<file path="src/rtl/systemizer_host_ctrl.sv">
// Host controller for the systemizer load/start/readback interface.
// Streams matrix words from a valid/ready source into systemizer memory, issues start,
// performs the right-part reload on left success, then streams the result memory out.
// Ports:
//   clk, rst_n                   clock, asynchronous active-low reset
//   go                           job start pulse (sampled in idle only)
//   in_data/in_valid/in_ready    source word stream; src_rewind restarts the source
//   out_data/out_valid/out_ready result word stream
//   busy, job_done, job_fail     job status; cycle_count = compute cycles of last job
//   sys_*                        systemizer control, status and memory ports
module systemizer_host_ctrl #(
  parameter int unsigned N = 4,
  parameter int unsigned L = 8,
  parameter int unsigned K = 16,
  parameter int unsigned M = 16,
  localparam int unsigned SW = $clog2(M),
  localparam int unsigned DW = N * SW,
  localparam int unsigned WT = L * K / N,
  localparam int unsigned WS = L * L / N,
  localparam int unsigned AW = $clog2(WT)
) (
  input  logic          clk,
  input  logic          rst_n,
  input  logic          go,
  input  logic [DW-1:0] in_data,
  input  logic          in_valid,
  output logic          in_ready,
  output logic          src_rewind,
  output logic [DW-1:0] out_data,
  output logic          out_valid,
  input  logic          out_ready,
  output logic          busy,
  output logic          job_done,
  output logic          job_fail,
  output logic [31:0]   cycle_count,
  input  logic [1:0]    sys_gen_left_op,
  input  logic [1:0]    sys_gen_right_op,
  output logic          sys_start,
  output logic          sys_start_right,
  input  logic          sys_done,
  input  logic          sys_success,
  input  logic          sys_fail,
  output logic          sys_wr_en,
  output logic [AW-1:0] sys_wr_addr,
  output logic [DW-1:0] sys_wr_data,
  output logic          sys_rd_en,
  output logic [AW-1:0] sys_rd_addr,
  input  logic [DW-1:0] sys_rd_data
);

  localparam logic [AW:0] WtW   = (AW+1)'(WT);
  localparam logic [AW:0] WsW   = (AW+1)'(WS);
  localparam logic [AW:0] LastW = (AW+1)'(WT - 1);
  localparam logic [AW:0] OneW  = (AW+1)'(1);

  typedef enum logic [3:0] {
    StIdle, StLoadL, StStartL, StWaitL, StRewind, StLoadR,
    StStartR, StWaitR, StRead, StFinOk, StFinFail
  } state_e;

  state_e          state_q, state_d;
  logic [1:0]      op_q;
  logic            right_q;
  logic [AW:0]     idx_q;
  logic            wr_en_q;
  logic [AW-1:0]   wr_addr_q;
  logic [DW-1:0]   wr_data_q;
  logic [31:0]     cnt_q;
  logic            counting_q;
  logic [AW:0]     rd_ptr_q;
  logic [AW:0]     pop_cnt_q;
  logic            rd_inflight_q;
  logic [DW-1:0]   buf_q [2];
  logic            buf_wp_q, buf_rp_q;
  logic [1:0]      occ_q;

  logic [AW:0]     load_low, load_end;
  logic            accept, pop, push, success_take, terminal;

  // Source words with index below load_low are consumed but not written.
  always_comb begin
    load_low = '0;
    load_end = WtW;
    if (!right_q) begin
      if (op_q == 2'b01) load_end = WsW;
    end else begin
      case (op_q)
        2'b01:   load_end = WsW;
        2'b10:   load_low = WsW;
        default: ;
      endcase
    end
  end

  assign in_ready     = (state_q == StLoadL || state_q == StLoadR) && (idx_q < load_end);
  assign accept       = in_ready && in_valid;
  assign out_valid    = (occ_q != 2'd0);
  assign out_data     = buf_q[buf_rp_q];
  assign pop          = out_valid && out_ready;
  assign push         = rd_inflight_q;
  // Issue a read only when the buffer can absorb it alongside any read in flight.
  assign sys_rd_en    = (state_q == StRead) && (rd_ptr_q < WtW) &&
                        (({1'b0, occ_q} + {2'b00, rd_inflight_q}) < 3'd2);
  assign sys_rd_addr  = sys_rd_en ? rd_ptr_q[AW-1:0] : '0;
  assign sys_wr_en    = wr_en_q;
  assign sys_wr_addr  = wr_addr_q;
  assign sys_wr_data  = wr_data_q;
  assign cycle_count  = cnt_q;
  assign success_take = (state_q == StWaitL) && sys_success && !sys_fail && !sys_done;
  assign terminal     = (state_q == StWaitL || state_q == StWaitR) && (sys_fail || sys_done);

  always_comb begin
    state_d         = state_q;
    busy            = (state_q != StIdle);
    src_rewind      = 1'b0;
    sys_start       = 1'b0;
    sys_start_right = 1'b0;
    job_done        = 1'b0;
    job_fail        = 1'b0;
    unique case (state_q)
      StIdle:   if (go) state_d = StRewind;
      StRewind: begin
        src_rewind = 1'b1;
        state_d    = right_q ? StLoadR : StLoadL;
      end
      StLoadL:  if (idx_q == load_end) state_d = StStartL;
      StStartL: begin
        sys_start = 1'b1;
        state_d   = StWaitL;
      end
      StWaitL: begin
        if (sys_fail)         state_d = StFinFail;
        else if (sys_done)    state_d = StRead;
        else if (sys_success) state_d = StRewind;
      end
      StLoadR:  if (idx_q == load_end) state_d = StStartR;
      StStartR: begin
        sys_start_right = 1'b1;
        state_d         = StWaitR;
      end
      StWaitR: begin
        if (sys_fail)      state_d = StFinFail;
        else if (sys_done) state_d = StRead;
      end
      StRead:   if (pop && pop_cnt_q == LastW) state_d = StFinOk;
      StFinOk: begin
        job_done = 1'b1;
        state_d  = StIdle;
      end
      StFinFail: begin
        job_fail = 1'b1;
        state_d  = StIdle;
      end
      default:  state_d = StIdle;
    endcase
  end

  always_ff @(posedge clk or negedge rst_n) begin
    if (!rst_n) begin
      state_q    <= StIdle;
      op_q       <= 2'b00;
      right_q    <= 1'b0;
      idx_q      <= '0;
      wr_en_q    <= 1'b0;
      wr_addr_q  <= '0;
      wr_data_q  <= '0;
      cnt_q      <= '0;
      counting_q <= 1'b0;
    end else begin
      state_q <= state_d;
      if (state_q == StIdle && go)    op_q <= sys_gen_left_op;
      else if (success_take)          op_q <= sys_gen_right_op;
      if (state_q == StIdle)          right_q <= 1'b0;
      else if (success_take)          right_q <= 1'b1;
      if (state_q == StRewind)        idx_q <= '0;
      else if (accept)                idx_q <= idx_q + OneW;
      wr_en_q <= accept && (idx_q >= load_low);
      if (accept) begin
        wr_addr_q <= idx_q[AW-1:0];
        wr_data_q <= in_data;
      end
      // Count runs from the start pulse through the cycle that shows terminal status.
      if (state_q == StStartL) begin
        cnt_q      <= '0;
        counting_q <= 1'b1;
      end else if (counting_q) begin
        cnt_q <= cnt_q + 32'd1;
        if (terminal) counting_q <= 1'b0;
      end
    end
  end

  // Readback path: read pointer, in-flight flag and 2-entry skid buffer.
  always_ff @(posedge clk or negedge rst_n) begin
    if (!rst_n) begin
      rd_ptr_q      <= '0;
      pop_cnt_q     <= '0;
      rd_inflight_q <= 1'b0;
      buf_wp_q      <= 1'b0;
      buf_rp_q      <= 1'b0;
      occ_q         <= 2'd0;
      for (int i = 0; i < 2; i++) buf_q[i] <= '0;
    end else if (state_q == StIdle) begin
      rd_ptr_q      <= '0;
      pop_cnt_q     <= '0;
      rd_inflight_q <= 1'b0;
      buf_wp_q      <= 1'b0;
      buf_rp_q      <= 1'b0;
      occ_q         <= 2'd0;
    end else begin
      rd_inflight_q <= sys_rd_en;
      if (sys_rd_en) rd_ptr_q <= rd_ptr_q + OneW;
      if (push) begin
        buf_q[buf_wp_q] <= sys_rd_data;
        buf_wp_q        <= ~buf_wp_q;
      end
      if (pop) begin
        buf_rp_q  <= ~buf_rp_q;
        pop_cnt_q <= pop_cnt_q + OneW;
      end
      case ({push, pop})
        2'b10:   occ_q <= occ_q + 2'd1;
        2'b01:   occ_q <= occ_q - 2'd1;
        default: ;
      endcase
    end
  end

endmodule

</file>
<file path="config.mk">
export PLATFORM = sky130hd
export DESIGN_NAME = systemizer_host_ctrl
export DESIGN_NICKNAME = d
export VERILOG_FILES = /design/src/rtl/systemizer_host_ctrl.sv
export SDC_FILE = /design/constraint.sdc
export NUM_CORES = 1
export LEC_CHECK = 0
export CORE_MARGIN = 2
export CORE_UTILIZATION = 50
export CTS_CLUSTER_SIZE = 25
export DETAILED_ROUTE_END_ITERATION = 16
export PLACE_DENSITY = 0.76
export SETUP_SLACK_MARGIN = 0.2
export SLEW_MARGIN = 5
export SYNTH_ARGS = -nofsm -noshare
export SYNTH_HDL_FRONTEND = slang
export SYNTH_SLANG_ARGS = --single-unit
</file>
<file path="constraint.sdc">
create_clock -name clk -period 5.9 [get_ports clk]
set_input_delay 1.18 -clock clk [delete_from_list [all_inputs] [get_ports clk]]
set_output_delay 1.18 -clock clk [all_outputs]
set_load 0.05 [all_outputs]
</file>
-- Word-level counts from Yosys, hierarchy flattened
Cells that the tools add are included.
- add/sub/neg operators: 7
- $lt $le $gt $ge: 7
- equal/unequal tests: 22
- multiplexer cells: 48
- bitwise logic cells: 5
- reductions and logical operators: 31
- operator list (cell ; number):
    two-way mux 16 bit ; 4
    two-way mux 32 bit ; 2
    two-way mux 6 bit ; 8
    two-way mux 4 bit ; 9
    one-hot mux 4 bit (9 select lines) ; 1
    adder 32 x 1 -> 32 bit (second input constant) ; 1
    bitwise mux 32 bit ; 1
    adder 6 x 1 -> 6 bit (second input constant) ; 3
    demux 16 bit (select 1 bit) ; 1
    equality test 4 x 3 -> 1 bit (second input constant) ; 4
    nonzero test 2 bit ; 8
    two-way mux 1 bit ; 15
    logical AND 1 bit ; 13
    equality test 4 bit (second input constant) ; 3
    two-way mux 5 bit ; 2
    equality test 4 x 2 -> 1 bit (second input constant) ; 2
    equality test 6 x 5 -> 1 bit (second input constant) ; 1
    equality test 6 bit ; 1
    >= comparator 6 bit ; 1
    < comparator 6 bit ; 1
    < comparator 6 bit (second input constant) ; 1
    two-way mux 2 bit ; 3
    != test 2 x 1 -> 1 bit (second input constant) ; 3
    AND reduction 6 bit ; 1
    22 further kinds ; 31
- register bits: 117
- bits of input ports: 44
- output and inout bits: 84
- logic and storage cells: 137

-- Depth between registers and ports, before layout
- depth in word-level cells: 7
- gate-level depth with buffers: 7
- gate-level depth less buffers: 6

-- Least setup slack after synthesis
Ideal clock, no wire load.
- kind: register to output
- start point: reg state_q[0]
- end point: out sys_rd_addr[0]
- arrival: 2.386 ns
- required time: 4.720 ns
- path slack: 2.334 ns
- cell stages (with the launch flop): 6
- path buffers: 2
- path through: dfrtp_1 -> buf_2 -> or4b_2 -> a2111oi_2 -> buf_2 -> and2_1
- cells in the longest elaborated chain, start to end: 4
- RTL lines (element ; line ; RTL):
    from (decl) ; 61 ; state_e state_q, state_d;
    from (signal assigned) ; 160 ; state_q <= StIdle;
    from (signal assigned) ; 170 ; state_q <= state_d;
    equality test 4 bit ; 102 ; assign sys_rd_en = (state_q == StRead) && (rd_ptr_q < WtW) &&
    logical AND 1 bit (2 in a row) ; 102 ;
    net sys_rd_en ; 46 ; output logic sys_rd_en,
    two-way mux 5 bit ; 104 ; assign sys_rd_addr = sys_rd_en ? rd_ptr_q[AW-1:0] : '0;
    to (decl) ; 47 ; output logic [AW-1:0] sys_rd_addr,
The timed path passes the listed nets, and every way through them passes these cells.

-- Final worst setup path
- start point: reg state_q[0]
- end point: out sys_rd_addr[3]
- cells in the longest elaborated chain, start to end: 4
- RTL lines (element ; line):
    equality test 4 bit ; 102
    logical AND 1 bit (2 in a row) ; 102
    two-way mux 5 bit ; 104
No other way between the ends.

==> impl_results.md <==
- Outcome: finished clean
- Final hold vios: 0
- Number of I/O pins: 128
- Die Area: 0.0119 mm2
- Worst hold stages: 2
- Power per cell area: about 530 mW/mm2
- Unrepaired setup endpoints after global routing: no
- Startpoint kind of the worst setup timing path: flip-flop
- Vias after detailed routing: between 4000 and 5000
- First-iteration detailed-routing DRC count: between 150 and 200
- Detailed-routing iteration count for the pre-antenna-repair pass: 4
- Number of synthesized flops with an enable pin: 0
- Average wire length per cell after detail routing: ~15 um
- Post-Synth Simple-Gate Area: between 10% and 20%
- Relative max-transition margin: between 20% and 30%
- Synthesized netlist cell count: ~530
- Post-route clock period utilization: approximately 84%
- Placer's final routability congestion estimate: ~0.87
- Dominant cell type by area after synthesis: dfrtp_1
- Sinks on Clock Net: between 100 and 150
- Library cells used by synthesis: between 40 and 50
- Met1 global-route usage: approximately 29%
- Critical path peak fanout: 15
- Synthesized-area fraction occupied by ao, oa, aoi and oai cells: 4.96%
- # H-tree levels: 4
- Residual DRC count: 0
- Global-route wire length before repair: 20400 um
- Final HPWL from detailed placement: 8650 um
- Met2 layer usage reported by global route: between 30 and 40%
- Top cell type's share of synthesized area: 53.2%
- Number of antenna violations at the first check in global routing: 0
- Postcts setup bufs: 0
- CTS-repair resized insts: 0
- Number of rows created at floorplan: 38
- Worst-Skew Late Latency: just over 0.5 ns
- Cell Count, Final, Fillers Out: approximately 800
- Cell types with the largest area share after synthesis: dfrtp_1 53%, mux2_2 10%, nand2_1 5.5%
- X dimension of the die: 109 um
- Core region area: about 0.011 mm2
- GRT Resource Usage Total: between 20% and 30%
- Transition time at the pin with the least slew margin: between 1 and 1.5 ns
- Flop2flop setup slack: 3.16 ns
- Cell Chain, Critical Path: or4b_2, a2111oi_2, and2_1, clkdlybuf4s50_1
- Number of global-route vias before repair: roughly 4200
- Starting density of the core: 51.0%
- Kind of critical path: flip-flop to output pin
- Post-place instance area: 0.00688 mm2
- Total Negative Setup Slacks: 0 ns
- Share of the synthesized netlist area taken by xor and xnor gates: 6.37%
- Max stage delay on crit path: about 0.85 ns
- Arrival time at the worst endpoint: 3.75 ns
- Clock transition at path regs: approximately 0.050 ns
- Critical R2R Capture: rd_ptr_q[4]
- Number of buffers between clock root and the deepest sink: 2
- CP Launch Point: state_q[0]
- Routed vias/inst: roughly 5.4
- Count of pins over their slew limit: 0
- Largest net degree at the start of global routing: 63
- Tot Pwr: 3990 uW
- Post-placement cell count: roughly 780
- Final net count: ~710
- WHS: about 0.48 ns
- HP Start: sys_wr_data[10]
- Global-route track usage on met3: ~5.7%
- Antenna Violating Nets Remaining: 0
- Nets in the synthesized netlist: between 500 and 600
- Diodes inserted: 0
- # setup viols final: 0
- Setup crit end kind: output pin
- Seq cells post-synth: roughly 120
- Final Routed Wirelength: 12500 um
- DIE HEIGHT: around 110 um
- Mux cell area share after synthesis: between 10% and 20%
- Most common library cells after synthesis: 117 x dfrtp_1, 80 x nand2_1, 57 x nor2_1
- Number of cells on the worst reg-to-reg path: 5
- Most instantiated library cell after synthesis: dfrtp_1
- Number of input and output port buffers inserted: about 130
- Synth warn: 0
- Lkg Pwr: approximately 0.0032 uW
- Global routing's busiest layer: met2
- Sequential cell area fraction in the yosys report: 53.2%
- Adder-Cell Fraction of Synth Area: between 1 and 1.5%
- MaxCap Viol Count: 0
- Signed area change from the synthesized netlist to the final layout: 36.1%
- FF-to-FF Start: state_q[0]
- Type of the most critical hold path: flip-flop to flip-flop
- Ys flop type: dfrtp_1
- Ys async rst share: 100%
- Mapped Area: approximately 0.0055 mm2
- Total global routing overflow: 0
- Largest family of logic cells by synthesized area: simple AND/OR/NAND/NOR gates
- Required time worst endpoint: between 4 and 5 ns
- Clock tree from TritonCTS: done
- Clock buffers created by TritonCTS: 17
- CTS Hold Buffers Added: 0
- Clk Tree Root Cell: clkbuf_8
- Worst IR drop on VDD: 0.327 mV
- Timing-limited maximum frequency: roughly 0.20 GHz
- Synthesized area divided by synthesized cell count: 10.4 um2
- Shortest period the worst path allows: approximately 4.9 ns
- Proportion of layout cells with a drive suffix above 1: approximately 14%
- Largest clock skew in the final design: 0.00902 ns
- Post-route cell area: roughly 0.0075 mm2
- Worst-path cell with the longest stage delay: a2111oi_2
- Worst Hold Path EP: sys_wr_data[10]
[worst max-delay path: cells and delay by family, from the launching register on]
kind	cells	cell delay, ns
buf+inv	1	0.81
simple gates	2	1.03
compound gates	1	0.85
flops	1	0.55
[worst max-delay path by stage]
| stage | endpoint | cells past startpoint |
|---|---|---|
| detailed placement | sys_rd_addr[3] | 4 |
| CTS | sys_rd_addr[3] | 4 |
| global placement | sys_rd_addr[3] | 4 |
| global route | sys_rd_addr[2] | 4 |
| floorplan | sys_rd_addr[0] | 5 |
| finish | sys_rd_addr[3] | 4 |
[power by group]
part           total (uW)  leakage, uW  switching, uW  internal [uW]
Clock                1040     0.000297            341            697
Sequential           1280      0.00151            233           1050
Combinational        1670      0.00139           1020            653
[through the flow]
stage / worst slack [ns] / utilization (%)
after floorplan: 2.33 / -
after global placement: 1.59 / 63.8
after detailed placement: 1.55 / 63.8
after CTS: 0.946 / 69.4
after global routing: 0.746 / 69.4
final: 0.966 / 69.4
[metal layers]
metal | part of all wire (%) | vias to the layer above
met5 | 0 | -
met4 | 2.0 | 0
met3 | 4.1 | 18
met2 | 51 | 103
met1 | 43 | 2151
li1 | - | 2066
[sequential cells by signal, indices dropped and copies added (netlist names), 2 cells and up]
name,flops
buf_q,32
cycle_count,32
idx_q,6
occ_q,2
op_q,2
pop_cnt_q,6
rd_ptr_q,6
state_q,4
sys_wr_addr,5
sys_wr_data,16
[cell type report]
class | instances | area [um2]
fillers | 798 | 3300
flip-flops and latches | 117 | 2930
multi-input cells | 374 | 2430
repair buffers | 131 | 1300
clock buffers | 24 | 490
well taps | 140 | 175
clock inverters | 8 | 120
inverters | 14 | 52.6
[cells in the final DEF (no fill, tap or decap), types with 6 or more instances in the layout]
cell	count
xnor2_1	25
mux2i_1	6
nor2_1	57
clkdlybuf4s50_1	126
and2_1	6
a21oi_1	14
nand2_1	80
nand2b_1	7
xor2_1	15
nand3_1	14
nor3_1	10
dfrtp_1	117
o21ai_0	16
clkbuf_8	6
ha_1	6
inv_1	14
mux2_2	51
nand4_1	11
or3_1	10
nor4_1	10
clkbuf_16	16
[kinds of logic after synthesis]
kind of cell | after synthesis
flip-flops | 117
AO/OA/AOI/OAI | 44
XOR/XNOR | 40
AND/OR/NAND/NOR | 227
adder cells (fa/ha/maj) | 6
buffers and inverters | 38
multiplexers | 57
(Power assumes the default switching activity.)
